## src/rtl/rr_arbiter4.sv

```systemverilog
// rr_arbiter4: 4-way round-robin arbiter for a shared 4:1-muxed resource.
// Registers a one-hot grant plus the matching 2-bit mux select.
// Optional feature macro: RR_ARB_HOLD_LIMIT_EN (caps ownership at HOLD_MAX
// consecutive cycles when another requester is waiting).
// Ports:
//   clk   - clock, rising edge
//   reset - asynchronous active-high reset
//   req   - level requests, bit i = requester i
//   grant - registered one-hot grant, 0000 when idle
//   sel   - index of current/last owner (drives shared mux select)
//   busy  - 1 while any grant is held
module rr_arbiter4 #(
    parameter int HOLD_MAX = 8
) (
    input  logic       clk,
    input  logic       reset,
    input  logic [3:0] req,
    output logic [3:0] grant,
    output logic [1:0] sel,
    output logic       busy
);

    typedef enum logic {
        S_IDLE,
        S_OWN
    } state_t;

    state_t     r_state;
    logic [3:0] r_grant;
    logic [1:0] r_sel;
    logic       r_busy;
    logic [1:0] r_ptr;

    logic       w_owner_req;
    logic       w_others;
    logic       w_handover;
    logic [1:0] w_base;
    logic [1:0] w_win;
    logic [3:0] w_win_oh;

    if (HOLD_MAX < 2) begin : g_bad_hold_max
        $error("rr_arbiter4: HOLD_MAX must be >= 2");
    end

    // First set request scanning upward from base+1; base itself is
    // visited last, so a just-released owner has lowest priority.
    function automatic logic [1:0] f_pick(input logic [3:0] rq,
                                          input logic [1:0] base);
        logic [1:0] idx;
        f_pick = base;
        for (int k = 4; k >= 1; k--) begin
            idx = base + 2'(k);
            if (rq[idx]) f_pick = idx;
        end
    endfunction

    assign w_owner_req = |(req & r_grant);
    assign w_others    = |(req & ~r_grant);
    // While idle scan from the pointer; on handover from the owner.
    assign w_base      = (r_state == S_OWN) ? r_sel : r_ptr;
    assign w_win       = f_pick(req, w_base);
    assign w_win_oh    = 4'b0001 << w_win;

`ifdef RR_ARB_HOLD_LIMIT_EN
    localparam int CW = $clog2(HOLD_MAX);
    localparam logic [CW-1:0] HOLD_LAST = CW'(HOLD_MAX - 1);

    logic [CW-1:0] r_hold_cnt;
    logic          w_hold_top;
    logic          w_preempt;

    assign w_hold_top = (r_hold_cnt == HOLD_LAST);
    assign w_preempt  = (r_state == S_OWN) && w_owner_req &&
                        w_hold_top && w_others;
    assign w_handover = ((r_state == S_OWN) && !w_owner_req) || w_preempt;
`else
    logic w_unused;

    assign w_unused   = w_others;
    assign w_handover = (r_state == S_OWN) && !w_owner_req;
`endif

    always_ff @(posedge clk or posedge reset) begin
        if (reset) begin
            r_state <= S_IDLE;
            r_grant <= 4'b0000;
            r_sel   <= 2'b00;
            r_busy  <= 1'b0;
            r_ptr   <= 2'd3;
`ifdef RR_ARB_HOLD_LIMIT_EN
            r_hold_cnt <= '0;
`endif
        end else begin
            unique case (r_state)
                S_IDLE: begin
                    if (|req) begin
                        r_state <= S_OWN;
                        r_grant <= w_win_oh;
                        r_sel   <= w_win;
                        r_busy  <= 1'b1;
                    end
`ifdef RR_ARB_HOLD_LIMIT_EN
                    r_hold_cnt <= '0;
`endif
                end
                S_OWN: begin
                    if (w_handover) begin
                        r_ptr <= r_sel;
                        if (|req) begin
                            r_grant <= w_win_oh;
                            r_sel   <= w_win;
                        end else begin
                            // sel keeps the last owner while idle
                            r_state <= S_IDLE;
                            r_grant <= 4'b0000;
                            r_busy  <= 1'b0;
                        end
                    end
`ifdef RR_ARB_HOLD_LIMIT_EN
                    // Limit reached with nobody waiting: restart the window.
                    if (w_handover || w_hold_top)
                        r_hold_cnt <= '0;
                    else
                        r_hold_cnt <= r_hold_cnt + 1'b1;
`endif
                end
                default: begin
                    r_state <= S_IDLE;
                    r_grant <= 4'b0000;
                    r_busy  <= 1'b0;
                end
            endcase
        end
    end

    assign grant = r_grant;
    assign sel   = r_sel;
    assign busy  = r_busy;

endmodule

```

## config.mk

```make
export PLATFORM = sky130hd
export DESIGN_NAME = rr_arbiter4
export DESIGN_NICKNAME = d
export VERILOG_FILES = /design/src/rtl/rr_arbiter4.sv
export SDC_FILE = /design/constraint.sdc
export NUM_CORES = 1
export LEC_CHECK = 0
export CAP_MARGIN = 25
export CORE_AREA = 2 2 39 41
export CTS_CLUSTER_DIAMETER = 120
export DETAILED_ROUTE_END_ITERATION = 8
export DIE_AREA = 0 0 41 43
export PLACE_DENSITY = 0.74
export SLEW_MARGIN = 10
export SYNTH_ARGS = -nofsm -noshare
export SYNTH_HDL_FRONTEND = slang
export SYNTH_SLANG_ARGS = --single-unit
export TNS_END_PERCENT = 10
```

## constraint.sdc

```tcl
create_clock -name clk -period 2 [get_ports clk]
set_clock_uncertainty 0.1 [all_clocks]
set_input_delay 0.4 -clock clk [delete_from_list [all_inputs] [get_ports clk]]
set_output_delay 0.4 -clock clk [all_outputs]
set_load 0.02 [all_outputs]
```

==> flow_summary.yaml, run 1 <==
clock_network:
  numCtsBuffers: 3
  h-tree-depth: 1
  clkSinkCount: 10
  postCtsSetupBuffers: 0
  insertion_delay_ns: 0.27
  cts_resized: 0
  cts_root_buffer: "clkbuf_4"
  cts_hold_buf: 0
  clockBufferDepth: 2
  cts_tree: "yes"
  cts.clk_slew.worst_paths_ns: 0.06
global_routing:
  first_global_vias: 422
  grt_antenna_before_repair: 0
  overflow: 0
  grt_util_all_layers_pct: 14.2
  grt_max_degree: 11
  grt_pass1_wl_mm: 1.70
synth:
  synth_area_um2: 533
  ys_ff_latch: 10
  synthDistinctLibCells: 24
  netlist_instances: 50
  synth_seq_area_share_pct: 47.4
  synthArstFlopShare_pct: 100
  ys_top_cells_by_area: "dfrtp_1 38%, dfstp_2 9.9%, mux2_2 6.3%, mux2_4 5.6%, nand2_1 4.2%"
  ys_warn_count: 0
  synthesis.nets: 56
  synthFlopType: "dfrtp_1"
  synth.avg_cell_area_um2: 10.7
  synth_top_area_share_pct: 37.6
  synth-edff-count: 0
  synth.largest_area_cell: "dfrtp_1"
final_layout:
  area_growth_pct: 43.2
  antenna_cells: 0
  final_nets: 82
  fin_util_pct: 55.2
  final_layout_size_suffix_gt1_share_pct: 29.7
run_status:
  status: "finished clean"
timing:
  relSlewSlack_pct: 76.4
  slew_viol_final: 0
  rsz0062_at_grt: "no"
  max_freq_ghz: 0.538
  tightest_slew_ns: 0.354
  min_period_over_period_pct: 92.9
  post-route-min-period_ns: 1.86
  finalHoldViolations: 0
  setup_violations: 0
  setup_tns_ns: 0
route:
  antenna_left: 0
  drt_wl_total_mm: 1.17
  wl_per_cell_um: 13.0
  drt_iter0_markers: 11
  drc: 0
  first_pass_iters: 4
  via_per_inst: 5.49
  dr_total_vias: 494
place:
  dpl.hpwl_um: 919
  numPortBuffers: 12
  place_congestion: 0.717
die:
  io_pins: 13
  die_height_um: 43
  fp.dieW_um: 41
  core_mm2: 0.00138
  die-area_mm2: 0.00176
  fp-row-count: 14
  start_util_pct: 38.5
critical_path:
  cp_max_fo: 6
  cp-end-kind: "flop"
  worstSetupPathType: "flop to flop"
  crit_path_start_kind: "flop"
  crit_required_ns: 2.06
  cp.arrival_ns: 1.91
pwr:
  p_comb_share_pct: 56.7
  ir_worst_vdd_mv: 0.668
  p_switching_mw: 0.437
  power_density_mw_per_mm2: 1520
  design_power_total_mw: 1.16
  p_leak_nw: 0.339
  swShare_pct: 37.7
  p_int_mw: 0.721
  clkPwrFrac_pct: 11.8
  p_seq_share_pct: 31.5
job:
  maxCapViolCount: 0
worst_hold_path:
  hp-class: "primary input to async pin"
per-stage QoR:
step | instance area [um2] | cells | setup WS (ns) | hold slack [ns]
2_1_floorplan | 533 | 50 | 0.231 | 0.139
3_5_place_dp | 741 | 87 | -0.0261 | 0.416
3_3_place_gp | 741 | 87 | -0.0388 | 0.393
5_1_grt | 763 | 90 | 0.0837 | 0.351
6_report | 763 | 90 | 0.142 | 0.290
4_1_cts | 763 | 90 | 0.149 | 0.304
per-layer routing:
layer	track usage, %	up-vias	wire, um
li1	-	236	-
met1	16.9	242	521
met2	24.1	13	585
met3	0	3	39
met4	8.00	0	25
met5	0	-	0
cells by family (layout without fill, tap and decap cells):
logic type             after synthesis  in the layout  share of synthesized area (%)
AO/OA/AOI/OAI                       15             15                           22.8
AND/OR/NAND/NOR                     14             14                           11.7
flip-flops                          10             10                           47.4
multiplexers                         6              6                           14.6
buffers and inverters                5             29                           3.52
cells in the mapped netlist, types with 2 or more instances:
| master | n |
|---|---|
| mux2_2 | 3 |
| a21oi_1 | 2 |
| mux2_4 | 2 |
| nor2_1 | 3 |
| o21ai_1 | 2 |
| dfrtp_1 | 8 |
| dfstp_2 | 2 |
| a32o_1 | 2 |
| nand2_1 | 6 |
| inv_1 | 5 |
| a22oi_1 | 2 |
power by group through the flow:
stage | combinational [mW] | clock [mW] | sequential, mW
final | 0.657 | 0.137 | 0.365
after global routing | 0.707 | 0.148 | 0.373
after CTS | 0.659 | 0.138 | 0.364
after detailed placement | 0.654 | 0 | 0.368
after global placement | 0.646 | 0 | 0.363
after floorplan | 0.324 | 0 | 0.428
critical path, cell delays in order, from the launching register on:
cell	delay, ns
dfrtp_1	0.47
mux2i_2	0.23
buf_4	0.17
mux2_4	0.31
o211a_1	0.22
a32o_1	0.24
registers in the layout, indices dropped and copies added, names as in the netlist:
signal	cells
grant	4
r_ptr	2
sel	2
busy	1
r_state	1
cells in the final DEF (no fill, tap or decap), types with 2 or more instances in the layout:
cell type / count
mux2_4: 2
mux2_2: 3
a22oi_1: 2
buf_4: 9
nand2_1: 6
a32o_1: 2
clkdlybuf4s50_1: 12
o21ai_1: 2
dfstp_2: 2
clkbuf_4: 3
dfrtp_1: 8
a21oi_1: 2
nor2_1: 3
inv_1: 5
worst paths after layout:
kind,cells after the start,slack [ns],endpoint,from
max in group asynchronous,2,1.21,r_ptr[1],reset
worst min register to register,1,0.43,busy,busy
worst max register to register,5,0.14,grant[2],r_state
worst max-delay path,5,0.14,grant[2],r_state
min in group clk,1,0.43,busy,busy
worst min-delay path,2,0.29,sel[1],reset
layout make-up:
| cell class | count | area (um2) |
|---|---|---|
| fill | 132 | 621 |
| multi-input combinational | 35 | 262 |
| sequential | 10 | 253 |
| timing repair buffer | 21 | 188 |
| clock buffer | 3 | 22.5 |
| tap | 16 | 20.0 |
| inverter | 5 | 18.8 |
Power figures use the tool's default switching activity.
==> inputs of run 2 (changes only) <==
--- a/config.mk
+++ b/config.mk
@@ -5,12 +5,13 @@
 export SDC_FILE = /design/constraint.sdc
 export NUM_CORES = 1
 export LEC_CHECK = 0
+export ABC_AREA = 1
 export CAP_MARGIN = 25
-export CORE_AREA = 2 2 39 41
+export CORE_MARGIN = 2
+export CORE_UTILIZATION = 50
 export CTS_CLUSTER_DIAMETER = 120
 export DETAILED_ROUTE_END_ITERATION = 8
-export DIE_AREA = 0 0 41 43
-export PLACE_DENSITY = 0.74
+export PLACE_DENSITY = 0.83
 export SLEW_MARGIN = 10
 export SYNTH_ARGS = -nofsm -noshare
 export SYNTH_HDL_FRONTEND = slang
==> run 2 against run 1 <==
Synthesized area grew 49%. Core utilization grew 9.1 points. Routed wire length grew 34%.
==> flow_summary.yaml, run 2 <==
route:
  wl_per_cell_um: 10.8
  drc: 0
  drt_iter0_markers: 18
  dr_total_vias: 741
  antenna_left: 0
  via_per_inst: 5.11
  first_pass_iters: 4
  drt_wl_total_mm: 1.57
global_routing:
  first_global_vias: 699
  grt_max_degree: 11
  overflow: 0
  grt_util_all_layers_pct: 20.0
  grt_pass1_wl_mm: 2.85
  grt_antenna_before_repair: 0
pwr:
  p_int_mw: 0.794
  clkPwrFrac_pct: 11.9
  ir_worst_vdd_mv: 0.854
  power_density_mw_per_mm2: 1630
  p_leak_nw: 0.499
  p_switching_mw: 0.782
  swShare_pct: 49.6
  design_power_total_mw: 1.58
  p_seq_share_pct: 23.2
  p_comb_share_pct: 64.9
synth:
  synthesis.nets: 119
  ys_warn_count: 0
  ys_top_cells_by_count: "49 x nand2_1, 12 x nand2_2, 8 x dfrtp_1, 8 x inv_1, 7 x nand3_1"
  synthArstFlopShare_pct: 100
  ys_ff_latch: 10
  ys_top_cells_by_area: "dfrtp_1 25%, nand2_1 23%, nand2_2 9.4%, dfstp_2 6.6%, nand2_4 5.7%"
  synth-edff-count: 0
  synth.largest_area_cell: "dfrtp_1"
  synthMostInstantiatedCell: "nand2_1"
  synth_area_um2: 795
  synth_seq_area_share_pct: 31.8
  synthDistinctLibCells: 20
  synth_top_area_share_pct: 25.2
  netlist_instances: 113
  synthFlopType: "dfrtp_1"
  synth.avg_cell_area_um2: 7.03
timing:
  relSlewSlack_pct: 74.3
  finalHoldViolations: 0
  setup_violations: 0
  tightest_slew_ns: 0.385
  slew_viol_final: 0
  whs_ns: 0.300
  max_freq_ghz: 0.559
  rsz0062_at_grt: "no"
  post-route-min-period_ns: 1.79
  min_period_over_period_pct: 89.5
critical_path:
  cp_max_fo: 5
  path_common_cell: "nand2_1"
  crit_required_ns: 2.11
  crit_path_max_incr_delay_ns: 0.50
  crit_path_start_kind: "primary input"
  crit_path_top_delay_cell: "clkdlybuf4s50_1"
  critical_path.cell_chain: "clkdlybuf4s50_1 -> nor4_1 -> buf_4 -> nor2_1 -> a21oi_1 -> nand2_1 -> nand2_1"
  cp.arrival_ns: 1.90
  cp-end-kind: "flop"
  crit_family: "buffers and inverters"
  crit_buf_inv: 2
  worstSetupPathType: "primary input to flop"
clock_network:
  postCtsSetupBuffers: 0
  insertion_delay_ns: 0.27
  numCtsBuffers: 3
  cts_tree: "yes"
  clockBufferDepth: 2
  h-tree-depth: 1
  cts.clk_slew.worst_paths_ns: 0.07
  cts_root_buffer: "clkbuf_4"
  clkSinkCount: 10
final_layout:
  mostFrequentLayoutCell: "nand2_1"
  largest_register_ffs: 4
  final_cell_mix: "49 x nand2_1, 12 x nand2_2, 12 x clkdlybuf4s50_1"
  final_nets: 136
  final_layout_size_suffix_gt1_share_pct: 24.8
  area_growth_pct: 21.9
  fin_cells: 145
  antenna_cells: 0
place:
  place_congestion: 0.795
  numPortBuffers: 12
  dpl.hpwl_mm: 1.23
  dp_cells: 141
worst_hold_path:
  hp-class: "primary input to async pin"
run_status:
  status: "finished clean"
die:
  core_mm2: 0.00151
  start_util_pct: 52.7
  fp-row-count: 14
  io_pins: 13
  fp.dieW_um: 43.9
  die-area_mm2: 0.00192
  die_height_um: 43.9
job:
  maxCapViolCount: 0
## run 2: final timing paths
kind / cells past startpoint / slack (ns) / start / end
setup / recovery: 7 / 0.21 / req[0] / grant[3]
hold / removal: 2 / 0.30 / reset / busy
setup reg to reg: 13 / 0.25 / r_state / grant[3]
hold reg to reg: 2 / 0.41 / grant[2] / grant[2]
max in group asynchronous: 2 / 1.19 / reset / r_ptr[1]
min in group clk: 2 / 0.41 / grant[2] / grant[2]
## run 2: repair_timing
action	in CTS	in global routing
hold endpoints to repair	0	0
hold buffers	0	0
gates resized for setup	0	1
endpoints found under the setup margin	0	4
## run 2: final cells by class
type	count	area, um2
multi-input cells	91	482
clock buffers	4	36.3
inverters	11	48.8
flip-flops and latches	10	254
well taps	16	20.0
repair buffers	13	128
fillers	130	538
## run 2: per-stage QoR
stage / area (um2) / setup TNS [ns] / setup slack, ns / util [%]
global placement: 931 / -0.161 / -0.0415 / 61.8
global route: 968 / 0 / 0.102 / 64.3
finish: 968 / 0 / 0.210 / 64.3
floorplan: 795 / 0 / 0.397 / -
CTS: 967 / 0 / 0.141 / 64.2
detailed placement: 931 / -0.280 / -0.0743 / 61.8
## run 2: worst register-to-register path, cell delays in order, from the launching register on
cell,delay (ns)
dfrtp_2,0.50
inv_8,0.12
nand2_4,0.06
nand2_4,0.09
nand2_1,0.07
nand2_2,0.10
nand2_2,0.07
nand2_2,0.08
nand2_2,0.06
nand2_1,0.05
nand2_1,0.06
a21oi_1,0.19
nand2_1,0.07
nand2_1,0.06
## run 2: per-layer routing
metal / global-route usage [%] / up-vias / wire [um]
met5: 0 / - / 0
met4: 9.09 / 0 / 25
met3: 3.75 / 3 / 50
met2: 32.1 / 14 / 714
met1: 26.0 / 335 / 779
li1: - / 389 / -
## run 2: logic make-up after synthesis
family | synth area share (%)
and+or+nand+nor | 50.7
DFF | 31.8
buffers and inverters | 7.56
AOI/OAI and AO/OA | 9.92
## run 2: power groups by stage
stage / Sequential, mW / Clock [mW] / Combinational (mW)
5_1_grt: 0.379 / 0.199 / 1.15
4_1_cts: 0.365 / 0.190 / 1.02
3_3_place_gp: 0.368 / 0 / 0.998
3_5_place_dp: 0.369 / 0 / 1.02
6_report: 0.365 / 0.187 / 1.02
2_1_floorplan: 0.425 / 0 / 0.713
